File: config.mk
export PLATFORM = sky130hd
export DESIGN_NAME = acc_ctrl_flat
export DESIGN_NICKNAME = d
export VERILOG_FILES = /design/src/rtl/acc_ctrl_pkg.sv /design/src/rtl/acc_ctrl_if.sv /design/src/rtl/acc_byte_ser.sv /design/src/rtl/acc_ctrl.sv /design/src/flat_wrapper.sv
export SDC_FILE = /design/constraint.sdc
export NUM_CORES = 1
export LEC_CHECK = 0
export ABC_AREA = 0
export ABC_CLOCK_PERIOD_IN_PS = 3300
export CELL_PAD_IN_SITES_DETAIL_PLACEMENT = 1
export CELL_PAD_IN_SITES_GLOBAL_PLACEMENT = 2
export CORE_UTILIZATION = 30
export DETAILED_ROUTE_END_ITERATION = 16
export PLACE_DENSITY_LB_ADDON = 0.1
export SLEW_MARGIN = 15
export SYNTH_ARGS = -nofsm -noshare
export SYNTH_HDL_FRONTEND = slang
export SYNTH_SLANG_ARGS = --single-unit
File: constraint.sdc
create_clock -name clk -period 3.3 [get_ports clk]
set_clock_uncertainty 0.2 [all_clocks]
set_input_delay 0.66 -clock clk [delete_from_list [all_inputs] [get_ports clk]]
set_output_delay 0.66 -clock clk [all_outputs]
set_load 0.01 [all_outputs]
File: src/rtl/acc_ctrl_pkg.sv
// Shared types and constants for the accumulator command sequencer.
// Opcode and state encodings live here so the bench and RTL agree on them.
package acc_ctrl_pkg;

    localparam int BYTE_W = 8;

    typedef enum logic [1:0] {
        CMD_LOAD  = 2'd0,
        CMD_ADD   = 2'd1,
        CMD_CLEAR = 2'd2,
        CMD_READ  = 2'd3
    } cmd_e;

    typedef enum logic [1:0] {
        IDLE  = 2'd0,
        ADD   = 2'd1,
        CLEAR = 2'd2,
        READ  = 2'd3
    } state_e;

endpackage

File: src/rtl/acc_ctrl_if.sv
// Command, readout and accumulator-side signals of acc_ctrl bundled together.
// The slave modport is the sequencer; the master modport is the pad/accumulator side.
interface acc_ctrl_if #(
    parameter int ACC_WIDTH = 64
);
    import acc_ctrl_pkg::*;

    logic                 cmd_valid;
    cmd_e                 cmd;
    logic [BYTE_W-1:0]    data_in;
    logic                 cmd_ready;

    logic [ACC_WIDTH-1:0] acc_add_value;
    logic                 acc_clr_n;
    logic [ACC_WIDTH-1:0] acc_value;

    logic                 out_valid;
    logic [BYTE_W-1:0]    out_data;
    logic                 out_last;
    logic                 out_ready;

    modport master (
        output cmd_valid,
        output cmd,
        output data_in,
        input  cmd_ready,
        input  acc_add_value,
        input  acc_clr_n,
        output acc_value,
        input  out_valid,
        input  out_data,
        input  out_last,
        output out_ready
    );

    modport slave (
        input  cmd_valid,
        input  cmd,
        input  data_in,
        output cmd_ready,
        output acc_add_value,
        output acc_clr_n,
        input  acc_value,
        output out_valid,
        output out_data,
        output out_last,
        input  out_ready
    );

endinterface

File: src/rtl/acc_byte_ser.sv
// Parallel-load readout register that streams a word out MSB byte first
// over a valid/ready/last handshake; done pulses on the final handshake.
module acc_byte_ser
    import acc_ctrl_pkg::*;
#(
    parameter int ACC_WIDTH = 64
) (
    input  logic                 clk,
    input  logic                 rst_n,
    input  logic                 load,
    input  logic [ACC_WIDTH-1:0] load_data,
    input  logic                 out_ready,
    output logic                 out_valid,
    output logic [BYTE_W-1:0]    out_data,
    output logic                 out_last,
    output logic                 done
);

    localparam int NBYTES = ACC_WIDTH / BYTE_W;
    localparam int CNT_W  = $clog2(NBYTES + 1);

    logic [ACC_WIDTH-1:0] shreg;
    logic [CNT_W-1:0]     count;
    logic                 valid;
    logic                 fire;

    assign fire = valid && out_ready;

    always_ff @(posedge clk) begin
        if (!rst_n) begin
            shreg <= '0;
            count <= '0;
            valid <= 1'b0;
        end else if (load) begin
            shreg <= load_data;
            count <= CNT_W'(NBYTES);
            valid <= 1'b1;
        end else if (fire) begin
            shreg <= shreg << BYTE_W;
            count <= count - 1'b1;
            if (count == CNT_W'(1)) begin
                valid <= 1'b0;
            end
        end
    end

    // All outputs decode straight from the register state, so a stall holds them.
    assign out_valid = valid;
    assign out_data  = shreg[ACC_WIDTH-1 -: BYTE_W];
    assign out_last  = valid && (count == CNT_W'(1));
    assign done      = fire && out_last;

endmodule

File: src/rtl/acc_ctrl.sv
// Command sequencer for the accumulator: byte-wise operand load, counted add
// bursts, one-cycle clear and a byte-serial readout of a snapshot.
module acc_ctrl
    import acc_ctrl_pkg::*;
#(
    parameter int ACC_WIDTH = 64
) (
    input  logic      clk,
    input  logic      rst_n,
    acc_ctrl_if.slave bus
);

    state_e               state;
    state_e               state_next;
    logic [ACC_WIDTH-1:0] operand;
    logic [BYTE_W-1:0]    remaining;
    logic                 accept;
    logic                 load_ser;
    logic                 ser_done;

    assign accept = bus.cmd_valid && bus.cmd_ready;

    always_ff @(posedge clk) begin
        if (!rst_n) begin
            state     <= IDLE;
            operand   <= '0;
            remaining <= '0;
        end else begin
            state <= state_next;
            if (accept && bus.cmd == CMD_LOAD) begin
                operand <= {operand[ACC_WIDTH-BYTE_W-1:0], bus.data_in};
            end
            if (accept && bus.cmd == CMD_ADD) begin
                remaining <= bus.data_in;
            end else if (state == ADD) begin
                remaining <= remaining - 1'b1;
            end
        end
    end

    always_comb begin
        state_next = state;
        load_ser   = 1'b0;
        case (state)
            IDLE: begin
                if (accept) begin
                    case (bus.cmd)
                        CMD_ADD: begin
                            if (bus.data_in != '0) begin
                                state_next = ADD;
                            end
                        end
                        CMD_CLEAR: state_next = CLEAR;
                        CMD_READ: begin
                            state_next = READ;
                            load_ser   = 1'b1;
                        end
                        default: state_next = IDLE;
                    endcase
                end
            end
            ADD: begin
                if (remaining == 8'd1) begin
                    state_next = IDLE;
                end
            end
            CLEAR:   state_next = IDLE;
            READ: begin
                if (ser_done) begin
                    state_next = IDLE;
                end
            end
            default: state_next = IDLE;
        endcase
    end

    // Outputs decode only from registered state; the addend is gated to zero outside ADD.
    assign bus.cmd_ready     = (state == IDLE);
    assign bus.acc_add_value = (state == ADD) ? operand : '0;
    assign bus.acc_clr_n     = (state != CLEAR);

    acc_byte_ser #(
        .ACC_WIDTH (ACC_WIDTH)
    ) u_ser (
        .clk       (clk),
        .rst_n     (rst_n),
        .load      (load_ser),
        .load_data (bus.acc_value),
        .out_ready (bus.out_ready),
        .out_valid (bus.out_valid),
        .out_data  (bus.out_data),
        .out_last  (bus.out_last),
        .done      (ser_done)
    );

endmodule

File: src/flat_wrapper.sv
// flat-port wrapper written by rule: the top's interface ports become plain ports
module acc_ctrl_flat import acc_ctrl_pkg::*;
#(
    parameter int ACC_WIDTH = 64
)
  (clk, rst_n, bus_cmd_valid, bus_cmd, bus_data_in, bus_cmd_ready, bus_acc_add_value, bus_acc_clr_n, bus_acc_value, bus_out_valid, bus_out_data, bus_out_last, bus_out_ready);
  acc_ctrl_if #(.ACC_WIDTH(ACC_WIDTH)) bus_i ();
  input  logic clk;
  input  logic rst_n;
  input wire logic [$bits(bus_i.cmd_valid)-1:0] bus_cmd_valid;
  input wire logic [$bits(bus_i.cmd)-1:0] bus_cmd;
  input wire logic [$bits(bus_i.data_in)-1:0] bus_data_in;
  output wire logic [$bits(bus_i.cmd_ready)-1:0] bus_cmd_ready;
  output wire logic [$bits(bus_i.acc_add_value)-1:0] bus_acc_add_value;
  output wire logic [$bits(bus_i.acc_clr_n)-1:0] bus_acc_clr_n;
  input wire logic [$bits(bus_i.acc_value)-1:0] bus_acc_value;
  output wire logic [$bits(bus_i.out_valid)-1:0] bus_out_valid;
  output wire logic [$bits(bus_i.out_data)-1:0] bus_out_data;
  output wire logic [$bits(bus_i.out_last)-1:0] bus_out_last;
  input wire logic [$bits(bus_i.out_ready)-1:0] bus_out_ready;
  assign bus_i.cmd_valid = bus_cmd_valid;
  assign bus_i.cmd = bus_cmd;
  assign bus_i.data_in = bus_data_in;
  assign bus_cmd_ready = bus_i.cmd_ready;
  assign bus_acc_add_value = bus_i.acc_add_value;
  assign bus_acc_clr_n = bus_i.acc_clr_n;
  assign bus_i.acc_value = bus_acc_value;
  assign bus_out_valid = bus_i.out_valid;
  assign bus_out_data = bus_i.out_data;
  assign bus_out_last = bus_i.out_last;
  assign bus_i.out_ready = bus_out_ready;
  acc_ctrl #(.ACC_WIDTH(ACC_WIDTH)) u_core (.clk(clk), .rst_n(rst_n), .bus(bus_i));
endmodule
Word-level counts from Yosys, hierarchy flattened --
Cells that the tools add are included.
Word-level totals: register bits after elaboration 143, output and inout port bits 76, logic and storage cells 57
Cells by class: add/subtract/negate cells 2, eq/ne operators 13, muxes and demuxes 19, bitwise gates (word level) 1, reductions and logical operators 15
Operators by type and width (number):
- 64-bit 2-to-1 mux | 3
- 8-bit 2-to-1 mux | 2
- 2-bit equality test, second input constant | 4
- 8-bit by 1-bit equality test with 1-bit output, second input constant | 1
- 2-bit 2-to-1 mux | 4
- 4-bit 2-to-1 mux | 2
- 2-bit one-hot mux with 4 select lines | 1
- 8-bit nonzero test | 1
- 8-bit by 1-bit subtractor with 8-bit output, second input constant | 1
- 1-bit logical AND | 6
- 1-bit 2-to-1 mux | 6
- 2-bit one-hot mux with 3 select lines | 1
- 2-bit nonzero test | 3
- 2-bit by 1-bit equality test with 1-bit output, second input constant | 2
- 4-bit by 1-bit equality test with 1-bit output, second input constant | 1
- 2-bit logical NOT | 2
- 2-bit by 1-bit != test with 1-bit output, second input constant | 2
- 2-bit != test, second input constant | 2
- 4-bit AND reduction | 1
- 4-bit by 1-bit subtractor with 4-bit output, second input constant | 1
- 3-bit != test, second input constant | 1
- 2-bit AND reduction | 1
- 2-bit OR reduction | 1
- 1-bit NOT | 1

Logic depth before layout (Yosys ltp) --
Gate-level depths: netlist (run 1).
depth in word-level cells 6, depth in mapped cells 6

Cells and area by module --
A second synthesis (run 1) with hierarchy kept.
Unflattened totals: cells, all modules 751, area total of the unflattened synthesis 6389.9 um^2
Modules (own cells, without submodules):
- acc_ctrl | instances 1, cells each 431, area each 3398.3 um^2
- acc_byte_ser | instances 1, cells each 320, area each 2991.6 um^2

Least setup slack after synthesis (run 1) --
Ideal clock, no wire load.
path kind register -> output, start register u_core.state[0], end output port bus_acc_add_value[18], arrival time 1.268 ns, required time 2.440 ns, setup slack 1.172 ns, stages on the path, launching flop included 5, buffers on the path 2, path through dfxtp_1 -> nor2b_1 -> clkbuf_1 -> clkbuf_1 -> and2_1
On the way: longest elaborated chain between the ends 2
Ends and longest elaborated chain:
- start, declared | line acc_ctrl.sv:13 | state_e state;
- start signal, assigned | line acc_ctrl.sv:29 | state <= state_next;
- 2-bit by 1-bit equality test with 1-bit output | line acc_ctrl.sv:79 | assign bus.acc_add_value = (state == ADD) ? operand : '0;
- 64-bit 2-to-1 mux | line acc_ctrl.sv:79
- end, declared | line flat_wrapper.sv:14 | output wire logic [$bits(bus_i.acc_add_value)-1:0] bus_acc_add_value;
No other way between the ends.

Final worst setup path (run 1) --
start register u_core.state[0], end output port bus_acc_add_value[10]
Same word-level chain as after synthesis.

==> metrics.cfg, run 1 <==
[timing]
max_slew.worst_pin.slew_ns = 0.789
post-route-period-util_pct = 89.9
post-route-min-period_ns = 2.97
final_hold_viol_count = 0
setup_viol = 0
fmax_ghz = 0.337
drv_slew = 0
rsz0062_at_grt = false
slew_headroom_pct = 47.4
finalHoldWorstSlack_ns = 0.253
tns_ns = 0

[layout]
area_growth_pct = 37.7
stdcell_area_mm2 = 0.00857
drive_above_1_share_pct = 6.14
fin_nets = 998
antenna_cells = 0

[setup_path]
worstSetupPathType = flip-flop to output pin
end_kind = output pin
required_ns = 2.44
startpoint_type = flip-flop
cp_max_fo = 67
cp.arrival_ns = 2.11

[die]
die_w_um = 146
fp.dieH_um = 146
start_util_pct = 30.7
core_mm2 = 0.0203
die_area_mm2 = 0.0213
ioPinCount = 154
rows = 52

[cts]
cts_max_level = 4
cts_tree = built
clk_latency_ns = 0.41
clock_sinks = 143
path_clk_slew_ns = 0.06
root_buffer = clkbuf_16
post_cts_buffers = 0
cts_resized = 0
cts_hold_buf = 0
cts_made_buffers = 17
cts_buffer_depth = 2

[detailed_routing]
drt_iter0_drc = 231
avgRoutedWirePerCell_um = 16.3
wirelength_um = 19600
antenna_left = 0
via_per_inst = 4.97
num_vias = 5958
first_pass_iters = 4
drc_errors = 0

[pwr]
p_leak_nw = 2.87
irDropWorstVdd_mv = 0.294
p_sw_share_pct = 23.9
p_sw_mw = 1.02
pwr-share-seq_pct = 42.8
power_frac_comb_pct = 9.3
power.density_mw_per_mm2 = 499
internal-power_mw = 3.26
pwr-share-clk_pct = 47.9

[grt]
busiest_layer = met2
grt_first_pass_wirelength_um = 31700
track_usage_pct = 18.4
antenna_found_initial = 0
first_global_vias = 6227
grt-ovfl-total = 0
use_met2_pct = 31.3
use_met1_pct = 23.5
grt_use_met3_pct = 3.69
grt_max_degree = 72

[yosys]
synth_most_common_cell = nand2_1
synth_top_area_cell = dfxtp_1
synth_area_leaders = dfxtp_1, nand2_1, a311oi_1, a21oi_1, and2_1
ys_top_cells_by_count = nand2_1, dfxtp_1, a21oi_1
synth_area_mm2 = 0.00623
synth.avg_cell_area_um2 = 7.70
ys_warn_count = 0
postSynth.asyncResetShare_pct = 0
ys_seq_area_share_pct = 46.0
ys_types = 33
synth_edf_count = 0
syn_inst = 809
synth-seq-cells = 143
yosys.area.top_type_share_pct = 46.0
synthesis.nets = 891
synthFlopType = dfxtp_1

[run_status]
status = finished, final reports clean

[placed_design]
io_buffer_count = 153
gp_congestion = 0.759
dpl.hpwl_um = 13300
placed_cell_area_mm2 = 0.00794

[worst_hold_path]
hp-class = flip-flop to flip-flop

[flow_run]
drv_cap = 0

[final timing paths]
path                                   startpoint                             endpoint  slack [ns]  depth (start not counted)
setup / recovery     u_core.state[0]$_SDFFE_PN0P_                bus_acc_add_value[10]        0.33                          4
hold / removal    u_core.operand[60]$_SDFFE_PN0P_      u_core.operand[60]$_SDFFE_PN0P_        0.25                          2
setup reg to reg     u_core.state[1]$_SDFFE_PN0P_  u_core.u_ser.shreg[11]$_SDFFE_PN0P_        1.07                          5
hold reg to reg   u_core.operand[60]$_SDFFE_PN0P_      u_core.operand[60]$_SDFFE_PN0P_        0.25                          2
[critical path, stage by stage, from the launching register on]
cell	delay (ns)
dfxtp_1	0.48
nor2b_4	0.22
buf_12	0.23
and2_1	0.19
clkdlybuf4s50_1	0.55
[registers in the layout, summed over array words and instances, names as in the netlist]
name	cells
u_core.u_ser.count	4
u_core.state	2
u_core.operand	64
u_core.remaining	8
u_core.u_ser.out_valid	1
u_core.u_ser.shreg	64
[stage by stage]
step           power, mW  worst slack (ns)  instances  util (%)
6_report            4.28             0.332       1199      42.2
3_3_place_gp        2.26             0.577       1167      39.1
4_1_cts             4.34             0.311       1199      42.2
3_5_place_dp        2.27             0.503       1167      39.1
5_1_grt             4.44             0.228       1199      42.2
2_1_floorplan       2.07              1.17        809         -
[power by group through the flow]
stage | Sequential, mW | Combinational, mW | Clock (mW)
2_1_floorplan | 1.85 | 0.219 | 0
3_3_place_gp | 1.87 | 0.393 | 0
3_5_place_dp | 1.87 | 0.402 | 0
4_1_cts | 1.83 | 0.404 | 2.10
5_1_grt | 1.84 | 0.437 | 2.17
6_report | 1.83 | 0.398 | 2.05
[cells by family after synthesis]
kind of cell,count (synthesis),share of synthesized area (%)
buffers and inverters,85,5.93
AOI/OAI and AO/OA,150,15.9
DFF,143,46.0
and+or+nand+nor,423,30.8
adders and majority gates,4,0.804
xor gates and xnor gates,4,0.563
[area by class of cell]
type / instances / area, um^2
Multi-Input combinational cell: 581 / 3020
Sequential cell: 143 / 2860
Clock buffer: 18 / 439
Timing Repair Buffer: 168 / 1700
Inverter: 5 / 21.3
Tap cell: 270 / 338
Clock inverter: 14 / 190
Fill cell: 2441 / 11700
[layer usage]
layer	up-vias	wire, um
met5	-	0
met3	19	712
li1	2961	-
met1	2865	9270
met2	113	9340
met4	0	242
[cells in the final DEF (no fill, tap or decap), types with 2 or more instances in the layout]
cell             netlist  layout
xnor2_1                3       3
clkinvlp_4             0       2
dfxtp_1              143     142
a31oi_1                2       2
ha_1                   4       4
clkinv_4               0       3
nand3_1               75      74
nor2_1                63      63
clkinv_2               0       4
nor4_1                 2       2
inv_1                  5       4
a2bb2oi_1              3       3
nand2_1              198     196
and2_1                65      65
nand2b_1               5       5
clkbuf_16              0      17
buf_4                 10      10
or4_1                  3       3
buf_12                 0       5
a21oi_1               83      83
nor3_1                 3       3
clkdlybuf4s50_1        0     152
a311oi_1              57      57
bufinv_16              0       4
(Power assumes the default switching activity.)
==> inputs of run 2 (changes only) <==
--- a/config.mk
+++ b/config.mk
@@ -6,10 +6,10 @@
 export NUM_CORES = 1
 export LEC_CHECK = 0
 export ABC_AREA = 0
-export ABC_CLOCK_PERIOD_IN_PS = 3300
 export CELL_PAD_IN_SITES_DETAIL_PLACEMENT = 1
 export CELL_PAD_IN_SITES_GLOBAL_PLACEMENT = 2
-export CORE_UTILIZATION = 30
+export CORE_MARGIN = 5
+export CORE_UTILIZATION = 29
 export DETAILED_ROUTE_END_ITERATION = 16
 export PLACE_DENSITY_LB_ADDON = 0.1
 export SLEW_MARGIN = 15
==> run 2 against run 1 <==
  * Global-route usage is 2.0 points lower
  * Register-to-register slack worse by 0.07 ns
  * Critical path depth stayed put
  * Count of clock-buffer cells in the layout is 2 higher
  * Via count is 0.44% lower
  * First-iteration DRC count is 5.2% higher
  * Final cell count is 0.50% higher
  * Sequential share of layout area hardly changed
  * Worst setup slack worse by 0.035 ns
==> metrics.cfg, run 2 (synthesized netlist as in run 1, its figures left out) <==
[setup_path]
cp.arrival_ns = 2.14  ; was 2.11 ns
startpoint_type = flip-flop  ; unchanged
worstSetupPathType = flip-flop to output pin  ; unchanged
cp_max_fo = 67  ; unchanged
required_ns = 2.44  ; about the same
end_kind = output pin  ; unchanged

[timing]
tns_ns = 0  ; unchanged
post-route-min-period_ns = 3.00  ; was 2.97 ns
fmax_ghz = 0.333  ; was 0.337 GHz
post-route-period-util_pct = 91.0  ; was 89.9%
max_slew.worst_pin.slew_ns = 0.765  ; was 0.789 ns
rsz0062_at_grt = false  ; unchanged
setup_viol = 0  ; unchanged
final_hold_viol_count = 0  ; unchanged
slew_headroom_pct = 48.3  ; was 47.4%
drv_slew = 0  ; unchanged

[cts]
cts_resized = 0  ; unchanged
post_cts_buffers = 0  ; unchanged
cts_max_level = 4  ; unchanged
cts_made_buffers = 17  ; unchanged
cts_hold_buf = 0  ; unchanged
root_buffer = clkbuf_16  ; unchanged
clock_sinks = 143  ; unchanged
clk_latency_ns = 0.42  ; was 0.41 ns
cts_buffer_depth = 2  ; unchanged
cts_tree = built  ; unchanged
path_clk_slew_ns = 0.06  ; about the same

[detailed_routing]
via_per_inst = 4.92  ; was 4.97
num_vias = 5932  ; was 5,958
wirelength_um = 20200  ; was 19,600 um
drt_iter0_drc = 243  ; was 231
avgRoutedWirePerCell_um = 16.8  ; was 16.3 um
antenna_left = 0  ; unchanged
drc_errors = 0  ; unchanged
first_pass_iters = 4  ; unchanged

[die]
die_w_um = 157  ; was 146 um
start_util_pct = 29.5  ; was 30.7%
core_mm2 = 0.0211  ; was 0.0203 mm^2
rows = 53  ; was 52
die_area_mm2 = 0.0245  ; was 0.0213 mm^2
fp.dieH_um = 157  ; was 146 um
ioPinCount = 154  ; unchanged

[layout]
multi_input_area_mm2 = 0.00302  ; unchanged
final_cell_mix = nand2_1, clkdlybuf4s50_1, dfxtp_1, a21oi_1, nand3_1  ; unchanged
area_growth_pct = 37.8  ; was 37.7%
fin_nets = 999  ; was 998
drive_above_1_share_pct = 6.03  ; was 6.14%
final_util_pct = 40.7  ; was 42.2%
nFillCells = 2523  ; was 2,441
regArea_mm2 = 0.00286  ; unchanged
final_common_cell = nand2_1  ; unchanged
instances_no_fill = 1205  ; was 1,199
top_regs = u_core.operand: 64 flops, u_core.u_ser.shreg: 64 flops, u_core.remaining: 8 flops  ; unchanged

[pwr]
irDropWorstVdd_mv = 0.338  ; was 0.294 mV
p_leak_nw = 2.87  ; about the same
power.density_mw_per_mm2 = 497  ; was 499 mW/mm^2

[grt]
grt-ovfl-total = 0  ; unchanged
antenna_found_initial = 1  ; was 0
first_global_vias = 6288  ; was 6,227
grt_first_pass_wirelength_um = 32700  ; was 31,700 um
track_usage_pct = 16.4  ; was 18.4%
grt_max_degree = 68  ; was 72

[placed_design]
gp_congestion = 0.810  ; was 0.759
dpl.cell_count = 1173  ; was 1,167
io_buffer_count = 153  ; unchanged
dpl.hpwl_um = 14100  ; was 13,300 um

[run_status]
status = finished, final reports clean  ; unchanged

[worst_hold_path]
hp-class = flip-flop to flip-flop  ; unchanged

[flow_run]
drv_cap = 0  ; unchanged

-- run 2: changes by cell type in the layout (fill, tap and decap cells not counted) --
| cell | delta |
|---|---|
| clkbuf_1 | +1 |
| buf_4 | +1 |
| diode_2 | +1 |
| clkbuf_8 | +1 |
| clkinv_4 | -2 |
| inv_6 | -1 |
-- run 2: metrics by stage --
step	area, um^2	power (mW)	worst slack (ns)	hold slack (ns)
after floorplan	6230	2.07	1.17	0.232
after global placement	7960	2.26	0.571	0.245
after detailed placement	7960	2.28	0.454	0.251
after CTS	8580	4.32	0.276	0.260
after global routing	8580	4.45	0.183	0.274
final	8580	4.27	0.297	0.254
-- run 2: worst max-delay path, stage by stage (launching register included) --
cell and delay [ns]:
dfxtp_1 0.47, nor2b_4 0.22, buf_12 0.23, and2_1 0.21, clkdlybuf4s50_1 0.55
-- run 2: layout make-up --
cell class	count	area share (%)
multi-input cells	581	35.2
flip-flops and latches	143	33.4
repair buffers	169	19.9
clock buffers	20	5.32
well taps	275	4.01
clock inverters	11	1.91
inverters	5	0.248
diodes	1	0.0292
-- run 2: worst paths after layout --
check	from	end	slack (ns)	depth (start not counted)
worst max-delay path	u_core.state[0]$_SDFFE_PN0P_	bus_acc_add_value[63]	0.30	4
worst min-delay path	u_core.operand[61]$_SDFFE_PN0P_	u_core.operand[61]$_SDFFE_PN0P_	0.25	2
worst max register to register	u_core.state[1]$_SDFFE_PN0P_	u_core.u_ser.shreg[55]$_SDFFE_PN0P_	1.00	5
worst min register to register	u_core.operand[61]$_SDFFE_PN0P_	u_core.operand[61]$_SDFFE_PN0P_	0.25	2
-- run 2: per-layer routing --
layer | global-route usage (%) | share of wire [%]
met1 | 21.9 | 48
met2 | 27.1 | 47
met3 | 3.90 | 4.7
met4 | 3.68 | 0.66
met5 | 0 | 0.054
-- run 2: where the power goes --
part,internal [mW],switching [mW],total (mW)
registers,1.79,0.0434,1.83
logic,0.184,0.218,0.403
clock network,1.30,0.737,2.03
total,3.27,0.999,4.27
